## config.mk

```make
export PLATFORM = sky130hd
export DESIGN_NAME = serial_subtractor
export DESIGN_NICKNAME = d
export VERILOG_FILES = /design/src/rtl/serial_subtractor.sv
export SDC_FILE = /design/constraint.sdc
export NUM_CORES = 1
export LEC_CHECK = 0
export ABC_AREA = 1
export CORE_MARGIN = 5
export CORE_UTILIZATION = 54
export CTS_CLUSTER_DIAMETER = 150
export CTS_CLUSTER_SIZE = 16
export DETAILED_ROUTE_END_ITERATION = 10
export PLACE_DENSITY = 0.85
export SLEW_MARGIN = 25
export SYNTH_ARGS = -nofsm -noshare
export SYNTH_HDL_FRONTEND = slang
export SYNTH_SLANG_ARGS = --single-unit
export TNS_END_PERCENT = 100
```

## constraint.sdc

```tcl
create_clock -name clk -period 3.1 [get_ports clk]
set_clock_uncertainty 0.05 [all_clocks]
set_input_delay 0.62 -clock clk [delete_from_list [all_inputs] [get_ports clk]]
set_output_delay 0.62 -clock clk [all_outputs]
set_load 0.01 [all_outputs]
```

## src/rtl/serial_subtractor.sv

```systemverilog
// Bit-serial WIDTH-bit subtractor: {Bout,D} = A - B - Bin, one bit per clock, LSB first.
// Optional macro SUB_OVF_EN adds the registered two's-complement overflow output V.
//
// Ports:
//   clk   - rising-edge clock
//   rst   - synchronous active-high reset (overrides start)
//   start - request, sampled only while idle
//   A, B  - minuend / subtrahend, captured on the accepted start edge
//   Bin   - borrow-in, captured on the accepted start edge
//   D     - registered difference, holds last result
//   Bout  - registered final borrow-out, holds last result
//   busy  - high while an operation is in progress
//   done  - one-cycle pulse on the edge D/Bout update
//   V     - (SUB_OVF_EN only) registered signed overflow flag

module serial_subtractor #(
   parameter int WIDTH = 8
) (
   input  logic             clk,
   input  logic             rst,
   input  logic             start,
   input  logic [WIDTH-1:0] A,
   input  logic [WIDTH-1:0] B,
   input  logic             Bin,
   output logic [WIDTH-1:0] D,
   output logic             Bout,
   output logic             busy,
   output logic             done
`ifdef SUB_OVF_EN
   ,
   output logic             V
`endif
);

   localparam int CW = $clog2(WIDTH);
   localparam logic [CW-1:0] LAST = CW'(WIDTH - 1);

   typedef enum logic {
      IDLE  = 1'b0,
      SHIFT = 1'b1
   } state_t;

   state_t           state, state_n;
   logic [WIDTH-1:0] a_sr, a_n;
   logic [WIDTH-1:0] b_sr, b_n;
   logic [WIDTH-1:0] d_sr, d_n;
   logic             br, br_n;
   logic [CW-1:0]    cnt, cnt_n;
   logic [WIDTH-1:0] dout_n;
   logic             bout_n;
   logic             busy_n;
   logic             done_n;
`ifdef SUB_OVF_EN
   logic             v_n;
`endif

   // Single full-subtractor slice on the current LSBs.
   logic a_bit, b_bit, d_bit, bo;

   always_comb begin
      a_bit = a_sr[0];
      b_bit = b_sr[0];
      d_bit = a_bit ^ b_bit ^ br;
      bo    = (~a_bit & b_bit) | (~(a_bit ^ b_bit) & br);
   end

   always_comb begin
      state_n = state;
      a_n     = a_sr;
      b_n     = b_sr;
      d_n     = d_sr;
      br_n    = br;
      cnt_n   = cnt;
      dout_n  = D;
      bout_n  = Bout;
      busy_n  = busy;
      done_n  = 1'b0;
`ifdef SUB_OVF_EN
      v_n     = V;
`endif
      unique case (state)
         IDLE: begin
            if (start) begin
               a_n     = A;
               b_n     = B;
               br_n    = Bin;
               d_n     = '0;
               cnt_n   = '0;
               busy_n  = 1'b1;
               state_n = SHIFT;
            end
         end
         SHIFT: begin
            a_n   = a_sr >> 1;
            b_n   = b_sr >> 1;
            // New difference bit enters at the MSB; after WIDTH shifts
            // bit 0 of the word sits at bit 0.
            d_n   = (d_sr >> 1) | (WIDTH'(d_bit) << (WIDTH - 1));
            br_n  = bo;
            cnt_n = cnt + 1'b1;
            if (cnt == LAST) begin
               dout_n  = d_n;
               bout_n  = bo;
               done_n  = 1'b1;
               busy_n  = 1'b0;
               state_n = IDLE;
`ifdef SUB_OVF_EN
               // br is the borrow into the MSB, bo the borrow out of it.
               v_n     = br ^ bo;
`endif
            end
         end
         default: state_n = IDLE;
      endcase
   end

   always_ff @(posedge clk) begin
      if (rst) begin
         state <= IDLE;
         a_sr  <= '0;
         b_sr  <= '0;
         d_sr  <= '0;
         br    <= 1'b0;
         cnt   <= '0;
         D     <= '0;
         Bout  <= 1'b0;
         busy  <= 1'b0;
         done  <= 1'b0;
`ifdef SUB_OVF_EN
         V     <= 1'b0;
`endif
      end else begin
         state <= state_n;
         a_sr  <= a_n;
         b_sr  <= b_n;
         d_sr  <= d_n;
         br    <= br_n;
         cnt   <= cnt_n;
         D     <= dout_n;
         Bout  <= bout_n;
         busy  <= busy_n;
         done  <= done_n;
`ifdef SUB_OVF_EN
         V     <= v_n;
`endif
      end
   end

endmodule

```

# --- Yosys cells after proc, flatten, opt, wreduce, memory -nomap -nowiden ---
# Index checks and enable logic that the tools add are counted.
op_classes:
  n_addsub: 1
  n_eq_ne: 3
  muxes: 17
  n_bitwise: 9
  n_reduce_logical: 3
op_table:
  columns: ["op", "count"]
  rows:
  - ["one-hot mux 8 bit (2 select lines)", 3]
  - ["two-way mux 8 bit", 3]
  - ["bitwise OR 7 x 8 -> 8 bit", 1]
  - ["two-way mux 1 bit", 6]
  - ["one-hot mux 1 bit (2 select lines)", 3]
  - ["one-hot mux 3 bit (2 select lines)", 1]
  - ["AND reduction 2 bit", 2]
  - ["adder 3 x 1 -> 3 bit (second input constant)", 1]
  - ["equality test 3 bit (second input constant)", 1]
  - ["two-way mux 3 bit", 1]
  - ["NOT 1 bit", 3]
  - ["bitwise AND 1 bit", 2]
  - ["!= test 2 x 1 -> 1 bit (second input constant)", 1]
  - ["!= test 2 bit (second input constant)", 1]
  - ["OR reduction 2 bit", 1]
  - ["XOR 1 bit", 2]
  - ["bitwise OR 1 bit", 1]
totals:
  ff_bits: 40
  input_bits: 20
  output_inout_bits: 11
  wordCells: 43

# --- Depth between registers and ports, before layout ---
logic_depth:
  ltp_word: 5
  ltp_mapped: 7
  mapped_depth_nobuf: 7

# --- Worst setup path after synthesis ---
# No wires, ideal clock.
synth_timing:
  path_type: "input port to flip-flop"
  start: "input port start"
  end: "register a_sr[6]"
  setup_ns: 0.056
  arrival_time_ns: 1.223
  path_slack_ns: 1.771
  cell_stages: 7
  path_buffers: 2
  cell_sequence: "buf_4 > nor2_8 > buf_6 > nand2_1 > nand3_1 > nand2_1 > inv_1"
synth_between:
  elab_chain_len: 1
synth_lines:
  columns: ["item", "line", "rtl"]
  rows:
  - ["start: declaration", "21", "input logic start,"]
  - ["!= test 2 bit (no line)", null, null]
  - ["end signal: assignment", "134", "a_sr <= a_n;"]
  - ["end: declaration", "44", "logic [WIDTH-1:0] a_sr, a_n;"]
# No other way between the ends.
# A chain may end at the register's enable or synchronous reset.

# --- Worst setup path after layout ---
layout_timing:
  start: "register D[7]"
  end: "output port D[7]"
layout_rtl:
  columns: ["item", "line", "rtl"]
  rows:
  - ["start: declaration", "25", "output logic [WIDTH-1:0] D,"]
  - ["start signal: assignment", "139", "D <= dout_n;"]
# No word-level cell between the ends.

==> results by group <==
Logic synthesis
  • Compound-gate portion of the synthesized area: under 10%
  • Synth Register Bits: 39
  • Post-synth top area cell: dfxtp_1
  • Post-synthesis mux area share: 0%
  • Most frequent cell after synthesis: nand2_1
  • Synth Instances: roughly 220
  • Cell variety after synth: 16
  • Mapped Area: 1638 µm²
  • Combinational family with the most area after synthesis: simple AND/OR/NAND/NOR gates
  • Simple-gate share of the synthesized area: roughly a third
  • Synth Net Count: roughly 240
  • Post-Synth Adder-Cell Area: 3.514%
  • Synth top area share: 47.67%
  • Syn. warnings: 0
  • Register area share after synthesis: a little under half
  • Post-Synth XOR/XNOR Area: 0%
  • Post-synth top cells: nand2_1, dfxtp_1, nand3_1
  • Async S/R FF share, synth: 0%
  • Mean Syn Cell Area: approximately 7.5 µm²
  • Synth Flop Type: dfxtp_1
  • Number of synthesized flops with an enable pin: 0
  • Largest cells by area after synthesis: dfxtp_1, nand2_1, nand3_1

Finish
  • Multi-input logic area: around 680 µm²
  • Area grow syn2layout: 19.33%
  • Fillers: 256
  • FF+latch area: 780.7 µm²
  • Post-layout util: about two thirds
  • Antenna fix cells: 0
  • Layout cells sized above 1: 5.691%
  • Layout net count: between 200 and 300

GRT
  • Total GRT Usage: 16.43%
  • Antenna violations before repair: 0
  • Vias in the first global route: between 1000 and 1500
  • First-pass GRT wire length: around 5.5 mm
  • Largest net degree at the start of global routing: 29
  • Grt total ovfl: 0

Detailed routing
  • Remaining DRCs: 0
  • Routed length per placed instance: 11.22 µm
  • TritonRoute pass-1 iters: 4
  • Vias per inst: a little over 5
  • Routed Antenna Nets: 0
  • DR iter-0 viols: approximately 130
  • Final WL: roughly 3.1 mm
  • Vias: ~1400

Floorplanning
  • Die extent in y: 65.07 µm
  • Core area: roughly 3000 µm²
  • Die ar.: 4234 µm²
  • Initial Util: a little under three fifths
  • IO Pins: 31
  • Die width: about 65 µm
  • Row count: 20

Worst setup path
  • Worst setup SP type: register
  • Max stage delay on crit path: about 0.54 ns
  • CP delay by family, top: buffers and inverters
  • Critical Path, Cell by Cell: clkdlybuf4s50_1
  • CP Class: reg2out
  • CP max FO: 2
  • Critical Path RT: roughly 2.4 ns
  • CP Capture Type: output port
  • Slowest cell on the critical path: clkdlybuf4s50_1
  • Worst path arrival time: 1.25 ns
  • Sum of buffers and inverters on the critical path: 1

Clock tree
  • Clock Pin Slew Worst Setup and Hold Paths: about 0.12 ns
  • Hold_buf cts: 0
  • CTS root buf: clkbuf_4
  • TritonCTS buffer count: 5
  • Worst skew pair latency: approximately 0.35 ns
  • CTS tree: built
  • Post-CTS Resized: 0
  • Post-CTS Setup Inserts: 0
  • Sink Count: 39
  • Clock Tree Buf Depth: 2
  • H-tree Lvls: 2

Placed design
  • Placer congestion estimate: between 0.7 and 0.8
  • Worst slack at placement: approximately 0.84 ns
  • I/O Buffers: 30
  • DP HPWL: 2.102 mm

Timing
  • Fmax: between 500 and 600 MHz
  • Fin. max-slew vios: 0
  • Hold slack: roughly 0.42 ns
  • Final WS setup: between 1 and 1.5 ns
  • Period utilisation layout: between 60% and 70%
  • Setup_tns: 0 ns
  • Max_slew headroom: between 50% and 60%
  • Least-Margin Pin Slew: 0.6915 ns
  • Final setup vio count: 0
  • Final Hold Vio Count: 0
  • RSZ-0062 raised after global routing: no
  • Min cycle time layout: slightly below 2 ns

Status
  • Status: complete, no violations

Power and ir drop
  • Power, Total: between 800 and 900 µW
  • Pwr dens: between 400 and 500 nW/µm²
  • Max IR drop VDD: 0.2314 mV
  • Static leakage: roughly 0.00089 µW

Hold path
  • HP Class: reg2reg

Run
  • Max Cap Viol: 0
worst paths after layout:
path	startpoint	endpoint	slack [ns]	cells past startpoint
max reg2reg	state$_SDFF_PP0_	br$_SDFFE_PP0P_	1.54	6
min	a_sr[7]$_SDFFE_PP0P_	a_sr[7]$_SDFFE_PP0P_	0.42	2
min reg2reg	a_sr[7]$_SDFFE_PP0P_	a_sr[7]$_SDFFE_PP0P_	0.42	2
max	D[7]$_SDFFE_PP0P_	D[7]	1.18	1
through the flow:
| step | cells | cell area [µm²] |
|---|---|---|
| floorplan | 218 | 1638 |
| global placement | 271 | 1902 |
| detailed placement | 271 | 1902 |
| CTS | 279 | 1954 |
| global route | 279 | 1954 |
| finish | 279 | 1954 |
cell usage in the layout, fill, tap and decap left out, types with 2 or more instances in the layout:
master	synthesis	final
nand3_1	38	38
nand2_1	72	72
clkdlybuf4s50_1	0	30
clkbuf_4	0	5
ha_1	3	3
clkinv_2	0	3
o21ai_0	9	9
a21oi_1	11	11
dfxtp_1	39	39
inv_2	2	2
buf_4	3	2
inv_1	20	20
nor2_1	8	8
report_power, final:
part | switching (µW) | total, µW | internal, µW
combinational | 54.6 | 101 | 46.8
clock | 166 | 251 | 84.5
sequential | 11.5 | 530 | 518
cells by family (layout without fill, tap and decap cells):
kind of cell	count (synthesis)	after routing
buffers and inverters	34	62
adders and majority gates	4	4
and+or+nand+nor	120	120
AOI/OAI and AO/OA	21	21
DFF	39	39
cell type report:
cell class / count / share of cell area [%]
clock buffer: 5 / 1.921
clock inverter: 3 / 0.7682
multi-input combinational: 145 / 34.89
timing repair buffer: 32 / 16.13
inverter: 22 / 4.225
sequential: 39 / 39.95
tap: 33 / 2.113
layer usage:
layer | GRT usage, % | vias to the layer above | wire [µm] | part of all wire [%]
met2 | 28.99 | 24 | 1445 | 46
met5 | 0 | - | 0 | 0
li1 | - | 743 | - | -
met4 | 6.218 | 0 | 56 | 1.8
met1 | 19.31 | 632 | 1494 | 48
met3 | 3.640 | 7 | 133 | 4.2
sequential cells by signal, summed over array words and instances, names as in the netlist:
signal and flops:
busy 1, d_sr 7, Bout 1, D 8
done 1, br 1, b_sr 8, a_sr 8
state 1, cnt 3
No activity file was read; power rests on OpenSTA's default activity.
==> edit (same flow settings) <==
Change the parameter `WIDTH` from 8 to 16.
--- a/src/rtl/serial_subtractor.sv
+++ b/src/rtl/serial_subtractor.sv
@@ -14,7 +14,7 @@
 //   V     - (SUB_OVF_EN only) registered signed overflow flag
 
 module serial_subtractor #(
-   parameter int WIDTH = 8
+   parameter int WIDTH = 16
 ) (
    input  logic             clk,
    input  logic             rst,
Ports: changed (resized A, B and D); port bits go from 31 to 55. The function was not compared with the original's and may differ.
==> edit against the original RTL <==
Power grew 130%; maximum frequency shrank 0.39%; worst setup slack lost 7.5 ps; synthesized area grew 87%; sequential cell count grew 33; wire length grew 110%; cell area grew 94%.
==> edit: results (changes against the original RTL) <==
* Status: complete, no violations
* Synth area leaders: dfxtp_1 47%, nand2_1 19%, nand3_1 16%, inv_1 4.7%, a21oi_1 3.4%
* Via count of the first global-routing pass at 2,588 (+97%)
* Worst VDD drop at 0.000321 V (+39%)
* Crit-path leading delay family: buffers and inverters
* Antenna violations before repair at 0 (unchanged)
* Max H-tree Level at 3 (+1)
* Reg2reg end: D[6]
* # nets final at 508 (+89%)
* DP Cell Count at 531 (+96%)
* Hold EP: D[0]
* DP Worst Slack at 995 ps (+153 ps)
* Yosys cell types at 18 (+2)
* FF-to-FF setup slack at 1300 ps (-240 ps)
* Critical path arrival at 1260 ps
* Buffers on Ports at 54 (+80%)
* Clock slew at reported path FFs at 80 ps (-40 ps)
* Finished Layout Cells at 547 (+96%)
* Hold path startpoint: D[0]
* First-pass GRT wire length at 11,200 um (+100%)
* Layout cells sized above 1 at 6.11% (+0.41 points)
* GP Congestion at 0.789 (+5.7%)
* Via density at 5.11 (+1.4%)
* Largest net degree at the start of global routing at 38 (+31%)
* Most frequent cells after synthesis: 154 x nand2_1, 96 x nand3_1, 72 x dfxtp_1, 38 x inv_1, 21 x a21oi_1
* Tightest Pin Transition at 610 ps (-81.1 ps)
* Final HPWL DP at 4310 um (+100%)
* Top flop regs: D x16, a_sr x16, b_sr x16
* Net Count, Synth at 466 (+93%)
* Crit-path max FO at 2 (unchanged)
* R2R depth at 4 (-2)
* Root Driver: clkbuf_8
* Ys flop type: dfxtp_1
* Total Wirelength at 6640 um (+110%)
* Worst path slowest cell: clkdlybuf4s50_1
* CTS Buf Count at 9 (+4)
* Critical path's largest stage delay at 550 ps
* Total GRT Usage at 18.8% (+2.4 points)
* Sequential area share after synthesis at 47.1% (-0.55 points)
* Cell leakage power at 1.76 nW (+97%)
* Cells after Synth at 428 (+96%)
* DR iter-0 viols at 175 (+37%)
-- edit: per-stage QoR --
stage	utilization [%]	instance area, sq um	hold slack [ps]	power (mW)
after global placement	64.9	3570	399	1.18
after detailed placement	64.9	3570	402	1.19
final	69.0	3800	415	2.00
after CTS	69.0	3800	415	2.02
after floorplan	-	3060	390	1.12
after global routing	69.0	3800	437	2.09
-- edit: layout make-up --
cell class	instances	area, sq um
Sequential cell	72	1440
Clock buffer	9	124
Tap cell	72	90.1
Fill cell	451	1710
Clock inverter	7	103
Inverter	40	153
Timing Repair Buffer	59	591
Multi-Input combinational cell	288	1300
-- edit: power breakdown --
group	total (mW)	internal [mW]	leakage, nW	switching, mW
registers	0.979	0.955	0.586	0.0245
clock network	0.837	0.463	0.111	0.375
logic	0.187	0.0850	1.06	0.102
total	2.00	1.50	1.76	0.502
-- edit: cell families after synthesis --
kind of cell / synth area share, %
AND/OR/NAND/NOR: 37.7
flip-flops: 47.1
buffers and inverters: 10.5
AO/OA/AOI/OAI: 3.60
adder cells (fa/ha/maj): 1.06
-- edit: worst max path at each step --
stage	start	endpoint	slack, ps
floorplan	start	a_sr[1]	1760
detailed placement	rst	cnt[3]	990
finish	busy	busy	1170
global placement	rst	cnt[3]	1030
CTS	busy	busy	1160
global route	busy	busy	1120
-- edit: tightest hold or removal path: stages, from the launching register on --
cell and delay, ps:
dfxtp_1 310, nand3_1 70, nand2_1 40
-- edit: routing by layer --
layer | up-vias | global-route usage, % | routed length, um
met5 | - | 0 | 0
met4 | 0 | 7.91 | 113
met3 | 10 | 3.98 | 317
met2 | 55 | 33.2 | 3260
met1 | 1295 | 22.0 | 2950
li1 | 1434 | - | -
